`src/rtl/battleship_screen_pkg.sv`:
```
// Shared definitions for the battleship screen sequencer.
//   - Screen code bit positions (START, HIT, MISS, WIN_k, PLAY).
//   - Sequencer state encoding.
//   - Lowest-set-bit priority encoder used for both shooter and winner selection.
package battleship_screen_pkg;

   localparam int unsigned MAX_PLAYERS  = 8;
   localparam int unsigned MAX_IDX_W    = 3;

   localparam int unsigned SCR_START    = 0;
   localparam int unsigned SCR_HIT      = 1;
   localparam int unsigned SCR_MISS     = 2;
   localparam int unsigned SCR_WIN_BASE = 3;

   typedef enum logic [2:0] {
      StStart,
      StPlay,
      StWait,
      StShow,
      StWin
   } state_e;

   // PLAY sits directly above the last WIN bit.
   function automatic int unsigned scr_play(input int unsigned n);
      return SCR_WIN_BASE + n;
   endfunction

   // Index of the lowest set bit; 0 when the vector is empty.
   function automatic logic [MAX_IDX_W-1:0] lowest_set(input logic [MAX_PLAYERS-1:0] vec);
      logic [MAX_IDX_W-1:0] idx;
      idx = '0;
      for (int i = MAX_PLAYERS - 1; i >= 0; i--) begin
         if (vec[i]) idx = MAX_IDX_W'(i);
      end
      return idx;
   endfunction

endpackage

```
`src/rtl/hold_timer.sv`:
```
// Loadable down-counter used for both the HIT/MISS hold and the shot-result timeout.
//   clk, rst_n   : clock, async active-low reset
//   load_i       : load load_val_i (has priority over dec_i)
//   load_val_i   : reload value
//   dec_i        : decrement by one, saturating at zero
//   value_o      : current count
//   expire_o     : count is one, i.e. this is the last cycle of the interval
module hold_timer #(
   parameter int unsigned WIDTH = 8
) (
   input  logic             clk,
   input  logic             rst_n,
   input  logic             load_i,
   input  logic [WIDTH-1:0] load_val_i,
   input  logic             dec_i,
   output logic [WIDTH-1:0] value_o,
   output logic             expire_o
);

   logic [WIDTH-1:0] value_q;

   always_ff @(posedge clk or negedge rst_n) begin
      if (!rst_n) begin
         value_q <= '0;
      end else if (load_i) begin
         value_q <= load_val_i;
      end else if (dec_i && (value_q != '0)) begin
         value_q <= value_q - WIDTH'(1);
      end
   end

   assign value_o  = value_q;
   assign expire_o = (value_q == WIDTH'(1));

endmodule

```
`src/rtl/screen_sequencer.sv`:
```
// Registered screen selector for the battleship display path.
// Tracks turn state, latches the shooter, holds HIT/MISS screens, times out
// unanswered shots and latches the winner screen until a new game.
//   clk, rst_n    : clock, async active-low reset
//   start_i       : game setup / restart level
//   fire_i        : per-player fire pulse
//   hit_i, miss_i : per-defender shot result
//   wins_i        : per-player win level
//   screen_o      : one-hot screen code (START, HIT, MISS, WIN_k..., PLAY)
//   shooter_o     : index of the last accepted shooter
//   screen_chg_o  : pulse in the cycle screen_o takes a new value
//   timeout_o     : pulse when a shot result times out
module screen_sequencer
   import battleship_screen_pkg::*;
#(
   parameter int unsigned NUM_PLAYERS    = 2,
   parameter int unsigned HOLD_CYCLES    = 50_000_000,
   parameter int unsigned RESULT_TIMEOUT = 1_000_000,
   localparam int unsigned SCREEN_W      = NUM_PLAYERS + 4,
   localparam int unsigned IDX_W         = $clog2(NUM_PLAYERS)
) (
   input  logic                   clk,
   input  logic                   rst_n,
   input  logic                   start_i,
   input  logic [NUM_PLAYERS-1:0] fire_i,
   input  logic [NUM_PLAYERS-1:0] hit_i,
   input  logic [NUM_PLAYERS-1:0] miss_i,
   input  logic [NUM_PLAYERS-1:0] wins_i,
   output logic [SCREEN_W-1:0]    screen_o,
   output logic [IDX_W-1:0]       shooter_o,
   output logic                   screen_chg_o,
   output logic                   timeout_o
);

   localparam int unsigned CNT_MAX = (HOLD_CYCLES > RESULT_TIMEOUT) ? HOLD_CYCLES : RESULT_TIMEOUT;
   localparam int unsigned CNT_W   = $clog2(CNT_MAX + 1);

   state_e               state_q, state_d;
   logic                 show_hit_q, show_hit_d;
   logic [IDX_W-1:0]     shooter_q, shooter_d;
   logic [IDX_W-1:0]     win_idx_q, win_idx_d;
   logic [SCREEN_W-1:0]  screen_q, screen_d;
   logic                 chg_q, chg_d;
   logic                 timeout_q, timeout_d;

   logic                 cnt_load, cnt_dec, cnt_expire, cnt_done;
   logic [CNT_W-1:0]     cnt_load_val, cnt_value;
   logic [MAX_PLAYERS-1:0] fire_ext, wins_ext;
   int unsigned          scr_idx;

   hold_timer #(
      .WIDTH (CNT_W)
   ) u_hold_timer (
      .clk        (clk),
      .rst_n      (rst_n),
      .load_i     (cnt_load),
      .load_val_i (cnt_load_val),
      .dec_i      (cnt_dec),
      .value_o    (cnt_value),
      .expire_o   (cnt_expire)
   );

   // A zero count cannot occur after a load; treat it as expired so the FSM cannot stall.
   assign cnt_done = cnt_expire || (cnt_value == '0);

   always_comb begin
      fire_ext = '0;
      wins_ext = '0;
      fire_ext[NUM_PLAYERS-1:0] = fire_i;
      wins_ext[NUM_PLAYERS-1:0] = wins_i;
   end

   // State register
   always_ff @(posedge clk or negedge rst_n) begin
      if (!rst_n) begin
         state_q    <= StStart;
         show_hit_q <= 1'b0;
         shooter_q  <= '0;
         win_idx_q  <= '0;
         screen_q   <= SCREEN_W'(1);
         chg_q      <= 1'b0;
         timeout_q  <= 1'b0;
      end else begin
         state_q    <= state_d;
         show_hit_q <= show_hit_d;
         shooter_q  <= shooter_d;
         win_idx_q  <= win_idx_d;
         screen_q   <= screen_d;
         chg_q      <= chg_d;
         timeout_q  <= timeout_d;
      end
   end

   // Next-state logic
   always_comb begin
      state_d      = state_q;
      show_hit_d   = show_hit_q;
      shooter_d    = shooter_q;
      win_idx_d    = win_idx_q;
      timeout_d    = 1'b0;
      cnt_load     = 1'b0;
      cnt_load_val = '0;
      cnt_dec      = 1'b0;

      // A win overrides every other event except in WIN, where the winner is frozen.
      if ((state_q != StWin) && (|wins_i)) begin
         state_d   = StWin;
         win_idx_d = IDX_W'(lowest_set(wins_ext));
      end else begin
         unique case (state_q)
            StStart: begin
               if (!start_i) state_d = StPlay;
            end
            StPlay: begin
               if (start_i) begin
                  state_d = StStart;
               end else if (|fire_i) begin
                  state_d      = StWait;
                  shooter_d    = IDX_W'(lowest_set(fire_ext));
                  cnt_load     = 1'b1;
                  cnt_load_val = CNT_W'(RESULT_TIMEOUT);
               end
            end
            StWait: begin
               if (|hit_i) begin
                  state_d      = StShow;
                  show_hit_d   = 1'b1;
                  cnt_load     = 1'b1;
                  cnt_load_val = CNT_W'(HOLD_CYCLES);
               end else if (|miss_i) begin
                  state_d      = StShow;
                  show_hit_d   = 1'b0;
                  cnt_load     = 1'b1;
                  cnt_load_val = CNT_W'(HOLD_CYCLES);
               end else if (cnt_done) begin
                  state_d   = StPlay;
                  timeout_d = 1'b1;
               end else begin
                  cnt_dec = 1'b1;
               end
            end
            StShow: begin
               if (start_i) begin
                  state_d = StStart;
               end else if (cnt_done) begin
                  state_d = StPlay;
               end else begin
                  cnt_dec = 1'b1;
               end
            end
            StWin: begin
               if (start_i && !(|wins_i)) state_d = StStart;
            end
            default: state_d = StStart;
         endcase
      end
   end

   // Output logic: screen code is decoded from the next state so it lands one clock after the event.
   always_comb begin
      scr_idx = SCR_START;
      unique case (state_d)
         StPlay, StWait: scr_idx = scr_play(NUM_PLAYERS);
         StShow:         scr_idx = show_hit_d ? SCR_HIT : SCR_MISS;
         StWin:          scr_idx = SCR_WIN_BASE + 32'(win_idx_d);
         default:        scr_idx = SCR_START;
      endcase
      screen_d = SCREEN_W'(1) << scr_idx;
      chg_d    = (screen_d != screen_q);
   end

   assign screen_o     = screen_q;
   assign shooter_o    = shooter_q;
   assign screen_chg_o = chg_q;
   assign timeout_o    = timeout_q;

endmodule

```
`config.mk`:
```
export PLATFORM = sky130hd
export DESIGN_NAME = screen_sequencer
export DESIGN_NICKNAME = d
export VERILOG_FILES = /design/src/rtl/battleship_screen_pkg.sv /design/src/rtl/hold_timer.sv /design/src/rtl/screen_sequencer.sv
export SDC_FILE = /design/constraint.sdc
export NUM_CORES = 1
export LEC_CHECK = 0
export ABC_AREA = 1
export BUFFER_PORTS_ARGS = -buffer_cell sky130_fd_sc_hd__buf_2
export CORE_MARGIN = 10
export CORE_UTILIZATION = 49
export DETAILED_ROUTE_END_ITERATION = 8
export PLACE_DENSITY = 0.69
export SLEW_MARGIN = 20
export SYNTH_ARGS = -nofsm -noshare
export SYNTH_HDL_FRONTEND = slang
export SYNTH_SLANG_ARGS = --single-unit
```
`constraint.sdc`:
```
create_clock -name clk -period 1.85 [get_ports clk]
set_input_delay 0.2775 -clock clk [delete_from_list [all_inputs] [get_ports clk]]
set_output_delay 0.2775 -clock clk [all_outputs]
set_load 0.05 [all_outputs]
```
Word-level counts from Yosys, hierarchy flattened. Index checks and enable logic that the tools add are counted.

Memories: 0. Word-level logic and storage cells: 85. Bits in read-only memories: 0. Latch bits: 0. Bits in writable memories: 0. Output and inout bits: 9. Bits of input ports: 11. Flip-flop bits (word level): 40.

Reduce and logical (&&, ||, !) cells: 15. Add/subtract/negate cells: 2. Multiplexer cells: 46. Divide/modulo/power cells: 0. Multiply operators: 0. Eq/ne operators: 11. Magnitude comparators: 0. Shift-type cells: 1. Bitwise logic cells: 2.

Operators with widths (number): $mux 26 (5); $pmux 26 s2 (1); $mux 20 (2); $shl 1x32->6 const A (1); $mux 3 (9); $eq 26x1->1 const B (1); $logic_not 26->1 (1); $reduce_bool 26->1 (1); $sub 26x1->26 const B (1); $mux 1 (24); $pmux 3 s5 (1); $eq 3x2->1 const B (4); $reduce_or 2->1 (5); $pmux 3 s3 (1); $eq 3x1->1 const B (2); $eq 3x3->1 const B (2); $ne 6x6->1 (1); $pmux 1 s2 (2); $reduce_and 4->1 (1); $add 2x1->3 const A (1); $logic_and 1x1->1 (3); $logic_not 3->1 (1); $ne 3x3->1 const B (1); $mux 2 (1); other kinds (4) (5).

Depth between registers and ports, before layout. Gate-level depths: netlist of run 1.

Depth in word-level cells: 12. Depth in mapped cells: 15.

By module. From an unflattened synthesis of run 1, not the netlist that was laid out.

Cells, all modules: 467. Area, all modules: 3080.5 µm².

Modules (own cells, without submodules): hold_timer (area each 2122.0 µm², cells each 335, times used 1, sequential area each 650.6 µm²); screen_sequencer (area each 958.4 µm², cells each 132, times used 1, sequential area each 351.6 µm²).

Worst setup path after synthesis of run 1. No wires, ideal clock.

Kind: register -> register. From: reg u_hold_timer.value_q[0] (netlist: u_hold_timer.value_o[0]). To: reg chg_q (netlist: screen_chg_o). Cell stages (with the launch flop): 15. Arrival time: 1578 ps. Period minus slack after synthesis: 1697 ps. Setup time: 119 ps. Setup slack: 153 ps. Data required time: 1731 ps. Cell sequence: dfrtp_1 -> inv_1 -> ha_1 -> nor2_1 -> inv_1 -> nand3_1 -> nor2_1 -> nand3_1 -> nand2_2 -> nand2_4 -> buf_6 -> nand4_1 -> nand3_1 -> nor2_1 -> nand2_1.

Cells in the longest elaborated chain, start to end: 12. Elaborated cells on any way between the ends: 17. Those cells by class: eq/ne: 6; shift: 1; mux: 7; reduce/logical: 3.

Ends and longest elaborated chain: start: declaration (RTL line hold_timer.sv:20) `logic [WIDTH-1:0] value_q;`; start signal: assignment (RTL line hold_timer.sv:26) `value_q <= load_val_i;`; start signal: assignment (RTL line hold_timer.sv:28) `value_q <= value_q - WIDTH'(1);`; $eq 26x1->1 / $logic_not 26->1 (equally long branches) (RTL line hold_timer.sv:33, screen_sequencer.sv:64); $logic_or 1x1->1 (*) (RTL line screen_sequencer.sv:64) `assign cnt_done = cnt_expire || (cnt_value == '0);`; $mux 3 (*) (RTL line screen_sequencer.sv:135, screen_sequencer.sv:145); $mux 3 (RTL line screen_sequencer.sv:130) `end else if (|miss_i) begin`; $mux 3 (RTL line screen_sequencer.sv:125) `if (|hit_i) begin`; $pmux 3 s5 (*) (RTL line screen_sequencer.sv:110) `unique case (state_q)`; $mux 3 (*) (RTL line screen_sequencer.sv:106) `if ((state_q != StWin) && (|wins_i)) begin`; via state_d[1] (RTL line screen_sequencer.sv:38) `state_e state_q, state_d;`; $eq 3x1->1 / $eq 3x2->1 (equally long branches) (RTL line screen_sequencer.sv:162) `unique case (state_d)`; $reduce_or 2->1 (RTL line screen_sequencer.sv:162); $pmux 3 s3 (*) (RTL line screen_sequencer.sv:162); $shl 1x32->6 (*) (RTL line screen_sequencer.sv:168) `screen_d = SCREEN_W'(1) << scr_idx;`; $ne 6x6->1 (*) (RTL line screen_sequencer.sv:169) `chg_d = (screen_d != screen_q);`; via chg_d (RTL line screen_sequencer.sv:43) `logic chg_q, chg_d;`; end signal: assignment (RTL line screen_sequencer.sv:89) `chg_q <= chg_d;`; end: declaration (RTL line screen_sequencer.sv:43).

Mark *: on every way through the listed nets, which the timed path passes. The rest lies on a longest branch. A chain may end at the register's enable or synchronous reset.

Final worst setup path of run 1.
From: reg u_hold_timer.value_q[11] (netlist: u_hold_timer.value_o[11]). To: reg u_hold_timer.value_q[21] (netlist: u_hold_timer.value_o[21]).

Cells in the longest elaborated chain, start to end: 9. Elaborated cells on any way between the ends: 15. Those cells by class: add/sub: 1; eq/ne: 1; mux: 8; reduce/logical: 5.

Ends and longest elaborated chain: $eq 26x1->1 / $logic_not 26->1 (equally long branches) (RTL line hold_timer.sv:33, screen_sequencer.sv:64); $logic_or 1x1->1 (RTL line screen_sequencer.sv:64); $mux 1 (RTL line screen_sequencer.sv:135, screen_sequencer.sv:145); $mux 1 (RTL line screen_sequencer.sv:130); $mux 1 (RTL line screen_sequencer.sv:125); $pmux 1 s2 (RTL line screen_sequencer.sv:110); $mux 1 (RTL line screen_sequencer.sv:106); $logic_and 1x1->1 (RTL line hold_timer.sv:27) `end else if (dec_i && (value_q != '0)) begin`; $reduce_bool 2->1 (no line).

Parallel ways exist; a longest one is shown, timed or not. The select of a mux whose other input is x is not followed.

==> results of run 1 <==
how the worst max path moves through the flow:
stage / start / endpoint / slack [ps] / cells after the start
floorplan: u_hold_timer.value_o[0] / screen_chg_o / 150 / 14
global placement: u_hold_timer.value_o[21] / screen_chg_o / 30 / 12
detailed placement: u_hold_timer.value_o[21] / screen_chg_o / 6 / 14
CTS: u_hold_timer.value_o[11] / screen_chg_o / 10 / 14
global route: u_hold_timer.value_o[18] / screen_chg_o / -100 / 13
finish: u_hold_timer.value_o[11] / u_hold_timer.value_o[21] / 40 / 11
critical path, stage by stage (launching register included):
cell,delay [ps]
sky130_fd_sc_hd__dfrtp_1,410
sky130_fd_sc_hd__nor2_2,150
sky130_fd_sc_hd__buf_4,130
sky130_fd_sc_hd__nand2_1,90
sky130_fd_sc_hd__nor2_2,130
sky130_fd_sc_hd__nand2_2,90
sky130_fd_sc_hd__nor2_2,150
sky130_fd_sc_hd__nand2_2,80
sky130_fd_sc_hd__nor2_2,100
sky130_fd_sc_hd__xor2_1,180
sky130_fd_sc_hd__nand2_1,90
sky130_fd_sc_hd__a21oi_2,120
logic make-up after synthesis:
logic type	Yosys count	share of synthesized area, %
AOI/OAI and AO/OA	46	11.15
adders and majority gates	3	1.556
DFF	40	41.55
and+or+nand+nor	157	32.94
xor gates and xnor gates	11	3.994
buffers and inverters	52	8.817
power by group through the flow:
stage	Combinational (uW)	Sequential [uW]	Clock, uW
after global routing	500	1040	787
after global placement	404	1030	0
after CTS	411	1020	749
final	444	1030	730
after floorplan	211	1100	0
after detailed placement	410	1040	0
registers in the layout, summed over array words and instances (netlist names):
name / flops
screen_chg_o: 1
screen_o: 6
shooter_o: 1
show_hit_q: 1
state_q: 3
timeout_o: 1
u_hold_timer.value_o: 26
win_idx_q: 1
layout by cell type (no fill, tap or decap), drive strengths merged, types with 5 or more instances in the layout:
master and n:
nand3 21, nor2 50, a21oi 16, nor3 9, dfrtp 39, buf 58
clkbuf 5, inv 49, xor2 10, o21ai 14, nand4 8, nand2 63
stage by stage:
stage | instances | total power [uW] | cell area (um^2)
after global routing | 440 | 2323 | 3084
after CTS | 428 | 2179 | 2888
after floorplan | 309 | 1306 | 2412
after detailed placement | 420 | 1446 | 2771
after global placement | 420 | 1436 | 2771
final | 440 | 2200 | 3084
layout make-up:
cell class	instances	area (um^2)
repair buffers	58	391.6
inverters	50	190.2
flip-flops and latches	40	1006
clock buffers	5	68.82
multi-input cells	217	1301
clock inverters	3	42.54
fillers	411	1670
well taps	67	83.83
timing repair:
| action | CTS | global route |
|---|---|---|
| pin swaps | 0 | 14 |
| gates cloned | 0 | 0 |
| setup buffers | 0 | 12 |
| gates resized for setup | 2 | 38 |
| endpoints found under the setup margin | 2 | 21 |
metal layers:
layer	vias up	global-route usage, %	part of all wire [%]
li1	1130	-	-
met2	36	24.88	51
met5	-	0	0
met4	0	6.499	1.9
met1	1053	17.34	44
met3	9	3.242	3.2
cell usage after synthesis:
master                      n
sky130_fd_sc_hd__ha_1       3
sky130_fd_sc_hd__o21ai_1    2
sky130_fd_sc_hd__o22ai_1    1
sky130_fd_sc_hd__nand2_4    2
sky130_fd_sc_hd__xnor2_1    1
sky130_fd_sc_hd__a41oi_1    1
sky130_fd_sc_hd__clkinv_1   1
sky130_fd_sc_hd__nor3_2     1
sky130_fd_sc_hd__inv_2      3
sky130_fd_sc_hd__dfrtp_1   39
sky130_fd_sc_hd__nand2_8    1
sky130_fd_sc_hd__nor3b_1    2
sky130_fd_sc_hd__o21a_1     3
sky130_fd_sc_hd__nor2_4     5
sky130_fd_sc_hd__a21boi_0   1
sky130_fd_sc_hd__nand4_1    8
sky130_fd_sc_hd__nand2_2    7
sky130_fd_sc_hd__nor4_1     1
sky130_fd_sc_hd__o221ai_1   2
sky130_fd_sc_hd__o21ai_0   12
sky130_fd_sc_hd__nor2_2     7
sky130_fd_sc_hd__nor3_1     8
sky130_fd_sc_hd__nand2_1   53
sky130_fd_sc_hd__a31oi_1    3
sky130_fd_sc_hd__a21oi_1   16
sky130_fd_sc_hd__inv_4      1
sky130_fd_sc_hd__a22oi_1    1
sky130_fd_sc_hd__inv_1     45
sky130_fd_sc_hd__nor2_1    38
sky130_fd_sc_hd__nand3_1   20
sky130_fd_sc_hd__nand3_2    1
sky130_fd_sc_hd__o211ai_1   3
sky130_fd_sc_hd__dfstp_2    1
sky130_fd_sc_hd__nand3b_4   1
sky130_fd_sc_hd__o31ai_1    1
sky130_fd_sc_hd__xor2_1    10
sky130_fd_sc_hd__buf_6      2
sky130_fd_sc_hd__nand3b_1   2
==> results by stage, run 1 <==
Power:
- The switching power as a share of total power is 30.83%.
- The share of total power in sequential cells is between 40 and 50%.
- The internal portion of the total power is 1522 uW.
- The switching power total is 678.2 uW.
- The share of total power dissipated in combinational logic is roughly 20%.
- The worst-case IR drop observed on VDD is ~660 uV.
- The power density over the cells is roughly 700 mW/mm^2.
- The clock network accounts for between 30 and 40% of the total power.
- The reported leakage power is between 0.0015 and 0.002 uW.

Timing:
- The share of the cycle needed by the critical path after routing is 97.62%.
- The final count of hold timing violations was 0.
- The number of pins exceeding their max-slew limit in the final report was 0.
- Setup repair after global routing could not meet its margin everywhere.
- The peak clock frequency supported by timing is 553.7 MHz.
- Across all setup checks in the final design, the least slack found is ~44 ps.
- The actual transition at the worst max-transition pin is 534.5 ps.
- The number of endpoints failing setup at the final stage is 0.
- The tightest slew margin relative to the limit is between 60 and 70%.
- The total negative slack is 0 ps.
- The worst hold slack is 22.47 ps.
- For the final database, setup skew stands at 11.11 ps.
- The minimum clock period after layout is about 1800 ps.

Critical path:
- In this run the worst path has a maximum fanout of 3.
- The worst register-to-register path has a setup slack of 40 ps.
- The endpoint type of the worst setup path is a flip-flop.
- The worst setup path is launched from a flip-flop.
- The worst reg-to-reg path cell count is 11.
- The kind of critical path is reg2reg.
- At the worst endpoint, the required time is about 2100 ps.
- The worst path arrival time is 2030 ps.
- The capturing point of the worst reg2reg path is u_hold_timer.value_o[21].
- The startpoint of the worst register-to-register path is u_hold_timer.value_o[11].

Clock network:
- The clock root buffer is sky130_fd_sc_hd__clkbuf_8.
- The hold buffer count at CTS is 0.
- The clock reaches the later pin of the worst-skew pair after a little over 300 ps.
- TritonCTS built the clock tree.
- Counting along the longest clock path gives a buffer depth of 2.
- The TritonCTS sink count is 40.
- After clock tree synthesis, the clock-pin slew on the worst setup and hold paths is approximately 90 ps.
- Counting the buffers created by CTS gives 5.
- The clock tree synthesis step divided the H-tree into 2 levels.

Synthesis:
- Dividing the synthesized area by the synthesized cell count gives approximately 8 um^2.
- The synthesized design devotes to its leading area cell type a little over 40% of total area.
- The sequential-to-total area share from yosys stat is approximately two fifths.
- After synthesis, the cell types taking the most area are sky130_fd_sc_hd__dfrtp_1 (40%), sky130_fd_sc_hd__nand2_1 (8.2%), sky130_fd_sc_hd__inv_1 (7.0%), sky130_fd_sc_hd__nor2_1 (5.9%), sky130_fd_sc_hd__nand3_1 (4.1%).
- The cell count after synthesis is a little over 300.
- The number of nets produced by synthesis is roughly 320.
- The biggest area contributor in the post-synthesis netlist is sky130_fd_sc_hd__dfrtp_1.
- Yosys mapped the design onto 38 distinct sky130hd cell types.
- After synthesis the netlist holds a flip-flop and latch count of 40.
- Summing every instance area after synthesis gives 0.002412 mm^2.
- The number of warning messages in the yosys log is 0.

Route:
- For this block, the via count after detailed routing is 2228.
- Before antenna repair, the detailed router went through 4 iterations.
- For this block, the routed nets add up to 5971 um of wire.
- The iteration-0 DRC count of the detailed router is between 100 and 150.
- In the routed layout, each cell is associated on average with a via count of 5.064.
- The wire length per cell is about 14 um.
- After detailed routing, the number of remaining DRC violations is 0.
- The antenna violation net count after detailed routing is 0.

Global route:
- After global routing the overflow that remains totals 0.
- The number of global-route vias before repair is between 2000 and 2500.
- The number of antenna violations at the first check in global routing came to 0.
- The pin count of the biggest net entering global routing is between 40 and 50.
- Across every metal layer, demand over resource in global routing totals between 10% and 20%.
- The first-pass GRT wire length is approximately 10000 um.

Layout:
- The fraction of final layout cells sized beyond drive strength 1 is about a third.
- For this run, the share of the core covered by cells in the final layout is 64.87%.
- The number of antenna diodes is 0.
- The final layout contains 386 nets.
- Compared with the post-synthesis result, the final layout area differs by 27.85%.

Placement:
- The worst slack at placement is approximately 6.5 ps.
- At the end of routability-driven placement, the weighted congestion stood at 0.9265.
- Buffers placed on the I/O ports in this run total 19.
- The sum of net half-perimeters after detailed placement is ~4400 um.

Status:
- The flow ran to the end, and the final reports show no timing, DRC or antenna violations.

Min path:
- The tightest min-delay check is of the in2async type.

Floorplanning:
- The die area is 0.008130 mm^2.
- The die boundary width is between 90 and 100 um.
- In this run the count of I/O pins placed on the die edge is 20.
- Measured along the y axis, the die boundary spans about 90 um.
- The area of the core is roughly 0.0048 mm^2.
- The number of core rows is 25.
- The initial core utilization is between 50% and 60%.

Run:
- The reported max-cap violation count is 0.
Power figures use the tool's default switching activity.
==> run 2, diff against run 1 <==
Settings changed: ABC_AREA 1 to not set, PLACE_DENSITY 0.69 to 0.7.
==> results by stage, run 2 <==
Run:
- The reported max-cap violation count is 0 (unchanged).

Timing:
- The worst hold slack is 258.2 ps (+235.7 ps).
- The tightest slew margin relative to the limit came to 58.85% (-5.5 points).
- The minimum clock period after layout is 2504 ps (+698.0 ps).
- The setup slack of the critical path after layout came to -653.9 ps (-698.0 ps).
- The share of the cycle needed by the critical path after routing is 135.3% (+38 points).
- The clock tree skew after final layout is 6.842 ps (-4.272 ps).
- The actual transition at the worst max-transition pin is 617.3 ps (+82.80 ps).
- The total negative slack is -16680 ps (-16680 ps).
- The final count of hold timing violations came to 0 (unchanged).
- The peak clock frequency supported by timing came to 399.4 MHz (-28%).
- The number of endpoints failing setup at the final stage is 34 (+34).
- Setup repair after global routing could not meet its margin everywhere.
- The number of pins exceeding their max-slew limit in the final report came to 0 (unchanged).

Clock network:
- The TritonCTS clock tree is yes.
- The clock input transition at the sequential cells of the worst setup and hold paths came to 80 ps (about the same).
- The TritonCTS sink count came to 40 (unchanged).
- The H-tree depth is 2 (unchanged).
- The number of buffers between clock root and the deepest sink was 2 (unchanged).
- The insertion delay to the later sink of the worst-skew pair came to 300 ps (about the same).
- The clock root buffer is sky130_fd_sc_hd__clkbuf_8.
- The clock buffer count from CTS came to 5 (unchanged).

Critical path:
- The worst setup path endpoint is screen_chg_o.
- The maximum fanout encountered on the critical timing path is 5 (+2).
- STA classifies the critical path endpoint as a flip-flop.
- The internal reg-to-reg setup slack is -650 ps (-700 ps).
- The endpoint required time on the critical path is 2020 ps (-60 ps).
- The master of the slowest instance on the critical path is sky130_fd_sc_hd__or4_4.
- The worst setup path is of the reg2reg kind.
- The count of buffer and inverter cells on the critical path is 1 (unchanged).
- The worst path arrival time came to 2670 ps (+640 ps).
- The category of cells accounting for the largest share of critical-path delay is simple AND/OR/NAND/NOR gates.
- The delay of the slowest cell on the worst path was 570 ps (+160 ps).
- The startpoint of the worst register-to-register path is u_hold_timer.value_o[17].
- The number of logic stages on the critical path including buffering is 8 (-3).
- The critical path goes through or4_4, nor3_2, nand4b_1, buf_4, a211oi_4, nor3_4, a2111oi_4, o311ai_2.
- The worst reg-to-reg path cell count is 8 (-3).
- The worst register-to-register path ends at screen_chg_o.
- The most critical setup path has its startpoint at u_hold_timer.value_o[17].
- The worst setup path is launched from a flip-flop.

Synthesis:
- By count the netlist is led by sky130_fd_sc_hd__nor2_1 (44), sky130_fd_sc_hd__dfrtp_1 (39), sky130_fd_sc_hd__o21ai_0 (26).
- The cell area after synthesis is 0.002313 mm^2 (-4.1%).
- By area the synthesized netlist is led by sky130_fd_sc_hd__dfrtp_1 (42%), sky130_fd_sc_hd__nor2_1 (7.1%), sky130_fd_sc_hd__o21ai_0 (5.6%), sky130_fd_sc_hd__xnor2_1 (3.8%), sky130_fd_sc_hd__a21oi_1 (3.5%).
- The cell count after synthesis came to 263 (-15%).
- The number of distinct library cells after synthesis came to 48 (+26%).
- sky130_fd_sc_hd__nor2_1 is the most common cell in the netlist.
- The async set-or-reset flop fraction in the synthesized netlist is 100.0% (unchanged).
- The synthesized area divided by synthesized cell count is 8.796 um^2 (+13%).
- The sequential-to-total area share from yosys stat is 43.32% (+1.8 points).
- The number of nets produced by synthesis is 277 (-14%).
- The area share of the leading cell type in the synthesized netlist is 42.18% (+1.7 points).
- The flip-flop cell with the highest count after synthesis is sky130_fd_sc_hd__dfrtp_1.
- Of all cell types, the one taking the most synthesized area is sky130_fd_sc_hd__dfrtp_1.
- The number of storage elements in the synthesis netlist is 40 (unchanged).
- The number of warning messages in the yosys log is 0 (unchanged).
- The count of flip-flops with a built-in enable after synthesis is 0 (unchanged).

Route:
- The antenna violation net count after detailed routing came to 0 (unchanged).
- The via density per instance is 5.723 (+13%).
- The iteration-0 DRC count of the detailed router was 148 (+16%).
- The number of remaining DRC errors is 0 (unchanged).
- The final wirelength is 7329 um (+23%).
- The wire length per cell is 16.93 um (+25%).
- The number of vias in the routed layout is 2478 (+11%).
- The number of detailed-route iterations in the first pass came to 4 (unchanged).

Global route:
- The global-route total usage across every layer is 19.57% (+4.9 points).
- The number of global-route vias before repair is 2572 (+17%).
- The number of antenna violations at the first check in global routing came to 0 (unchanged).
- The total congestion overflow is 0 (unchanged).
- The first-pass GRT wire length was 12190 um (+22%).
- The pin count of the biggest net entering global routing is 29 (-29%).

Status:
- The checks that failed: setup timing.
- The flow ran to the end, but the final reports show violations.

Placement:
- The worst slack at placement came to -692.2 ps (-698.7 ps).
- The final estimated routing congestion in global placement is 0.9085 (-1.9%).
- The sum of net half-perimeters after detailed placement is 4987 um (+13%).
- The number of port buffers was 19 (unchanged).

Min path:
- The worst min-delay path category is in2reg.
- Counting instances, the worst hold path has a depth of 3.
- In this run the most critical hold path is launched from fire_i[1].

Floorplanning:
- The area of the core is 0.004474 mm^2 (-5.9%).
- The number of core rows is 24 (-4.0%).
- The die boundary width is 88.71 um (-1.6%).
- The initial core utilization is 51.71% (+0.97 points).
- The number of I/O pins came to 20 (unchanged).
- The die area is 0.007869 mm^2 (-3.2%).
- The height of the die was 88.71 um (-1.6%).

Layout:
- The fraction of the core area covered by cells at the end of the flow is 80.43% (+16 points).
- The combined area of the multi-input logic cells is 0.001505 mm^2 (+16%).
- The number of antenna diodes came to 0 (unchanged).
- The number of nets in the layout was 394 (+2.1%).
- In the layout the commonest cells are sky130_fd_sc_hd__buf_4 (87), sky130_fd_sc_hd__nor2_1 (40), sky130_fd_sc_hd__dfrtp_1 (39).
- The number of filler instances in the final layout is 280 (-32%).
- The register cell area after layout is 0.001002 mm^2 (-0.37%).
- The most frequent standard cell in the layout excluding fill and tap cells is sky130_fd_sc_hd__buf_4.
- From synthesis to final layout, the design area changed by 55.54%.
- The fraction of final layout cells sized beyond drive strength 1 is 48.03% (+15 points).
- The flip-flop count of the largest register after layout is 26 (unchanged).

Power:
- The worst voltage drop across the vdd grid was 471.9 uV (-29%).
- The power density over the cells came to 761.0 mW/mm^2 (+6.7%).
- The reported leakage power is 0.001723 uW (+12%).
-- run 2: cell types whose count changed after synthesis, sizes merged, moves of 6 or more --
cell and change:
inv -42, nand2 -42, nand3 -15, o21ai +12, xnor2 +9, nand4 -8, nor4 +8, nor2 -6
or2 +6, or4 +6
-- run 2: area by class of cell --
class	count	area share (%)
clock inverter	3	1.182
timing repair buffer	117	24.69
sequential	40	27.85
tap	52	1.808
clock buffer	5	1.912
inverter	7	0.7302
multi-input combinational	209	41.83
-- run 2: cells by family after synthesis --
group / count (synthesis) / synth area share [%]
xor+xnor: 15 / 5.678
flops: 40 / 43.32
compound gates: 61 / 16.06
fa+ha+maj: 3 / 1.623
buf+inv: 14 / 2.974
simple gates: 130 / 30.34
-- run 2: tightest hold or removal path: cells and delay by family --
| kind | cells | cell delay, ps |
|---|---|---|
| buffers and inverters | 1 | 100 |
| AND/OR/NAND/NOR | 1 | 70 |
| AO/OA/AOI/OAI | 1 | 70 |
-- run 2: worst min-delay path by stage --
stage	endpoint	slack [ps]
floorplan	screen_chg_o	-20
CTS	shooter_o	260
global route	shooter_o	260
global placement	screen_o[5]	310
detailed placement	screen_o[1]	320
finish	shooter_o	260
-- run 2: timing repair --
item	CTS	global route
resized for setup	43	29
setup buffers	9	7
pin swaps	33	11
hold buffers	1	0
setup endpoints to repair	35	35
endpoints found under the hold margin	12	0
-- run 2: metrics by stage --
step	instances	total power (uW)	area, um^2
after CTS	429	2649	3492
after detailed placement	415	1875	3203
after global routing	433	2875	3598
after floorplan	263	1519	2410
after global placement	415	1847	3203
final	433	2738	3598
-- run 2: power breakdown --
part	internal [uW]	switching, uW
combinational	481	553
clock	399	324
sequential	942	38.0
-- run 2: routing by layer --
layer	track usage, %	routed length (um)
met4	6.608	159
met5	0	0
met2	33.78	3673
met1	23.73	3087
met3	3.860	408
==> run 3, diff against run 2 <==
Settings changed: GPL_TIMING_DRIVEN set to 0.
==> results by stage, run 3 (synthesis results as in run 2) <==
Critical path:
- The count of buffer and inverter cells on the critical path is 2 (+1).
- The delay of the slowest cell on the worst path is 560 ps (about the same).
- The category of cells accounting for the largest share of critical-path delay is simple AND/OR/NAND/NOR gates.
- The endpoint required time on the critical path is 2040 ps (+20 ps).
- On the critical path, the stage with the largest delay is an instance of sky130_fd_sc_hd__or4_4.
- The kind of start point of the critical path is a flip-flop.
- Walking the worst path, the cells encountered are or4_4, buf_4, buf_4, nor4_4, or4b_4, nor4b_4, xnor2_1, nor2_1.
- In this design, the critical path's most frequently occurring cell is sky130_fd_sc_hd__buf_4.
- The worst path arrival time was 2750 ps (+80 ps).
- The worst setup path is of the reg2reg kind.
- The endpoint type of the worst setup path is a flip-flop.
- The maximum fanout encountered on the critical timing path is 4 (-1).

Global route:
- The number of antenna violations at the first check in global routing is 0 (unchanged).
- The pin count of the biggest net entering global routing was 41 (+41%).
- The number of global-route vias before repair is 2195 (-15%).
- The global-route total usage across every layer was 17.42% (-2.2 points).
- The total congestion overflow was 0 (unchanged).
- The first-pass GRT wire length was 10610 um (-13%).

Route:
- The wire length per cell came to 17.92 um (+5.8%).
- The number of detailed-route iterations in the first pass is 4 (unchanged).
- The number of vias in the routed layout is 2321 (-6.3%).
- The antenna violation net count after detailed routing came to 0 (unchanged).
- The iteration-0 DRC count of the detailed router is 295 (+99%).
- The via density per instance is 6.108 (+6.7%).
- The final wirelength is 6808 um (-7.1%).
- The number of remaining DRC errors is 0 (unchanged).

Timing:
- The final count of hold timing violations was 0 (unchanged).
- Setup repair after global routing could not meet its margin everywhere.
- The worst hold slack is 98.86 ps (-159.3 ps).
- The number of endpoints failing setup at the final stage is 33 (-2.9%).
- The number of pins exceeding their max-slew limit in the final report was 0 (unchanged).
- The setup slack of the critical path after layout was -715.9 ps (-61.95 ps).
- The share of the cycle needed by the critical path after routing is 138.7% (+3.3 points).
- The actual transition at the worst max-transition pin is 905.2 ps (+288.0 ps).
- The minimum clock period after layout came to 2566 ps (+61.95 ps).
- The clock tree skew after final layout is 11.06 ps (+4.217 ps).
- The peak clock frequency supported by timing was 389.7 MHz (-2.4%).
- The tightest slew margin relative to the limit is 39.65% (-19 points).

Status:
- The final reports fail on setup timing.
- The flow ran to the end, but the final reports show violations.

Clock network:
- The clock input transition at the sequential cells of the worst setup and hold paths is 80 ps (about the same).
- The TritonCTS clock tree is yes.
- The tree is rooted in a sky130_fd_sc_hd__clkbuf_8.
- The number of buffers between clock root and the deepest sink is 2 (unchanged).
- The clock buffer count from CTS is 5 (unchanged).
- The H-tree depth came to 2 (unchanged).
- The insertion delay to the later sink of the worst-skew pair is 300 ps (about the same).
- The TritonCTS sink count is 40 (unchanged).

Layout:
- The fraction of final layout cells sized beyond drive strength 1 is 44.21% (-3.8 points).
- The area added between synthesis and finish is 41.27%.
- The flip-flop count of the largest register after layout is 26 (unchanged).
- The top cell types in the final layout, fill and taps aside, are sky130_fd_sc_hd__nor2_1 (39), sky130_fd_sc_hd__dfrtp_1 (35), sky130_fd_sc_hd__buf_4 (25).
- The final cell count without fillers is 380 (-12%).
- Leaving out fill and tap cells, the most frequent cell in the layout is sky130_fd_sc_hd__nor2_1.
- The number of nets in the layout is 341 (-13%).
- The number of antenna diodes was 0 (unchanged).
- The fraction of the core area covered by cells at the end of the flow is 73.04% (-7.4 points).

Run:
- The reported max-cap violation count is 0 (unchanged).

Power:
- The internal power of the cells came to 1620 uW (-11%).
- The reported leakage power is 0.001463 uW (-15%).
- The power density over the cells is 760.1 mW/mm^2 (-0.12%).
- The combinational group share of total power came to 34.9% (-2.9 points).
- The worst voltage drop across the vdd grid came to 386.8 uV (-18%).
- The share of total power in sequential cells is 40.5% (+4.7 points).
- The portion of total power attributed to the clock network is 24.6% (-1.8 points).
- The switching power as a share of total power came to 34.80% (+1.4 points).
- The switching power total was 864.3 uW (-5.6%).
- The total chip power was 2484 uW (-9.3%).

Floorplanning:
- The number of core rows is 24 (unchanged).
- The height of the die is 88.71 um (unchanged).
- The die area is 0.007869 mm^2 (unchanged).
- The area of the core is 0.004474 mm^2 (unchanged).
- The number of I/O pins came to 20 (unchanged).
- The initial core utilization came to 51.71% (unchanged).
- The die boundary width is 88.71 um (unchanged).

Placement:
- The sum of net half-perimeters after detailed placement is 3973 um (-20%).
- The number of port buffers came to 19 (unchanged).
- The final estimated routing congestion in global placement is 0.8792 (-3.2%).
- The number of placed instances, taps included is 334 (-20%).

Min path:
- The worst min-delay path category is in2async.
-- run 3: final cells by class --
| type | count | area (um^2) |
|---|---|---|
| Fill cell | 314 | 1206 |
| Clock buffer | 8 | 90.09 |
| Buffer | 5 | 47.55 |
| Multi-Input combinational cell | 209 | 1568 |
| Timing Repair Buffer | 59 | 464.2 |
| Tap cell | 52 | 65.06 |
| Sequential cell | 40 | 1007 |
| Inverter | 7 | 26.28 |
-- run 3: through the flow --
stage	setup TNS [ps]	setup slack [ps]	instance area, um^2
after floorplan	-12650	-571.5	2410
after global placement	-21870	-946.9	2570
after detailed placement	-21810	-945.9	2570
after CTS	-14760	-641.1	3017
after global routing	-20090	-795.9	3268
final	-17130	-715.9	3268
-- run 3: final timing paths --
| check | from | endpoint | depth (start not counted) | slack, ps |
|---|---|---|---|---|
| worst max register to register | u_hold_timer.value_o[4] | u_hold_timer.value_o[24] | 8 | -720 |
| min in group clk | fire_i[1] | shooter_o | 3 | 240 |
| worst max-delay path | u_hold_timer.value_o[4] | u_hold_timer.value_o[24] | 8 | -720 |
| worst min register to register | win_idx_q | screen_o[3] | 1 | 480 |
| worst min-delay path | rst_n | screen_chg_o | 1 | 100 |
| max in group asynchronous | rst_n | u_hold_timer.value_o[0] | 1 | 1110 |
-- run 3: metal layers --
metal	GRT usage [%]	vias up	part of all wire [%]
met1	21.78	1132	41
met2	27.39	97	49
met3	4.228	14	7.5
li1	-	1078	-
met5	0	-	0
met4	8.664	0	2.4
-- run 3: repair_timing --
item,in CTS,in global routing
setup buffers,22,19
resized for setup,63,39
pin swaps,34,24
cloned,2,0
endpoints found under the setup margin,35,35
hold buffers,0,0
-- run 3: power by group through the flow --
stage	clock network [uW]	logic, uW	registers [uW]
global route	648	929	1010
detailed placement	0	647	1020
floorplan	0	441	1080
global placement	0	640	1010
CTS	616	765	1000
finish	610	867	1010
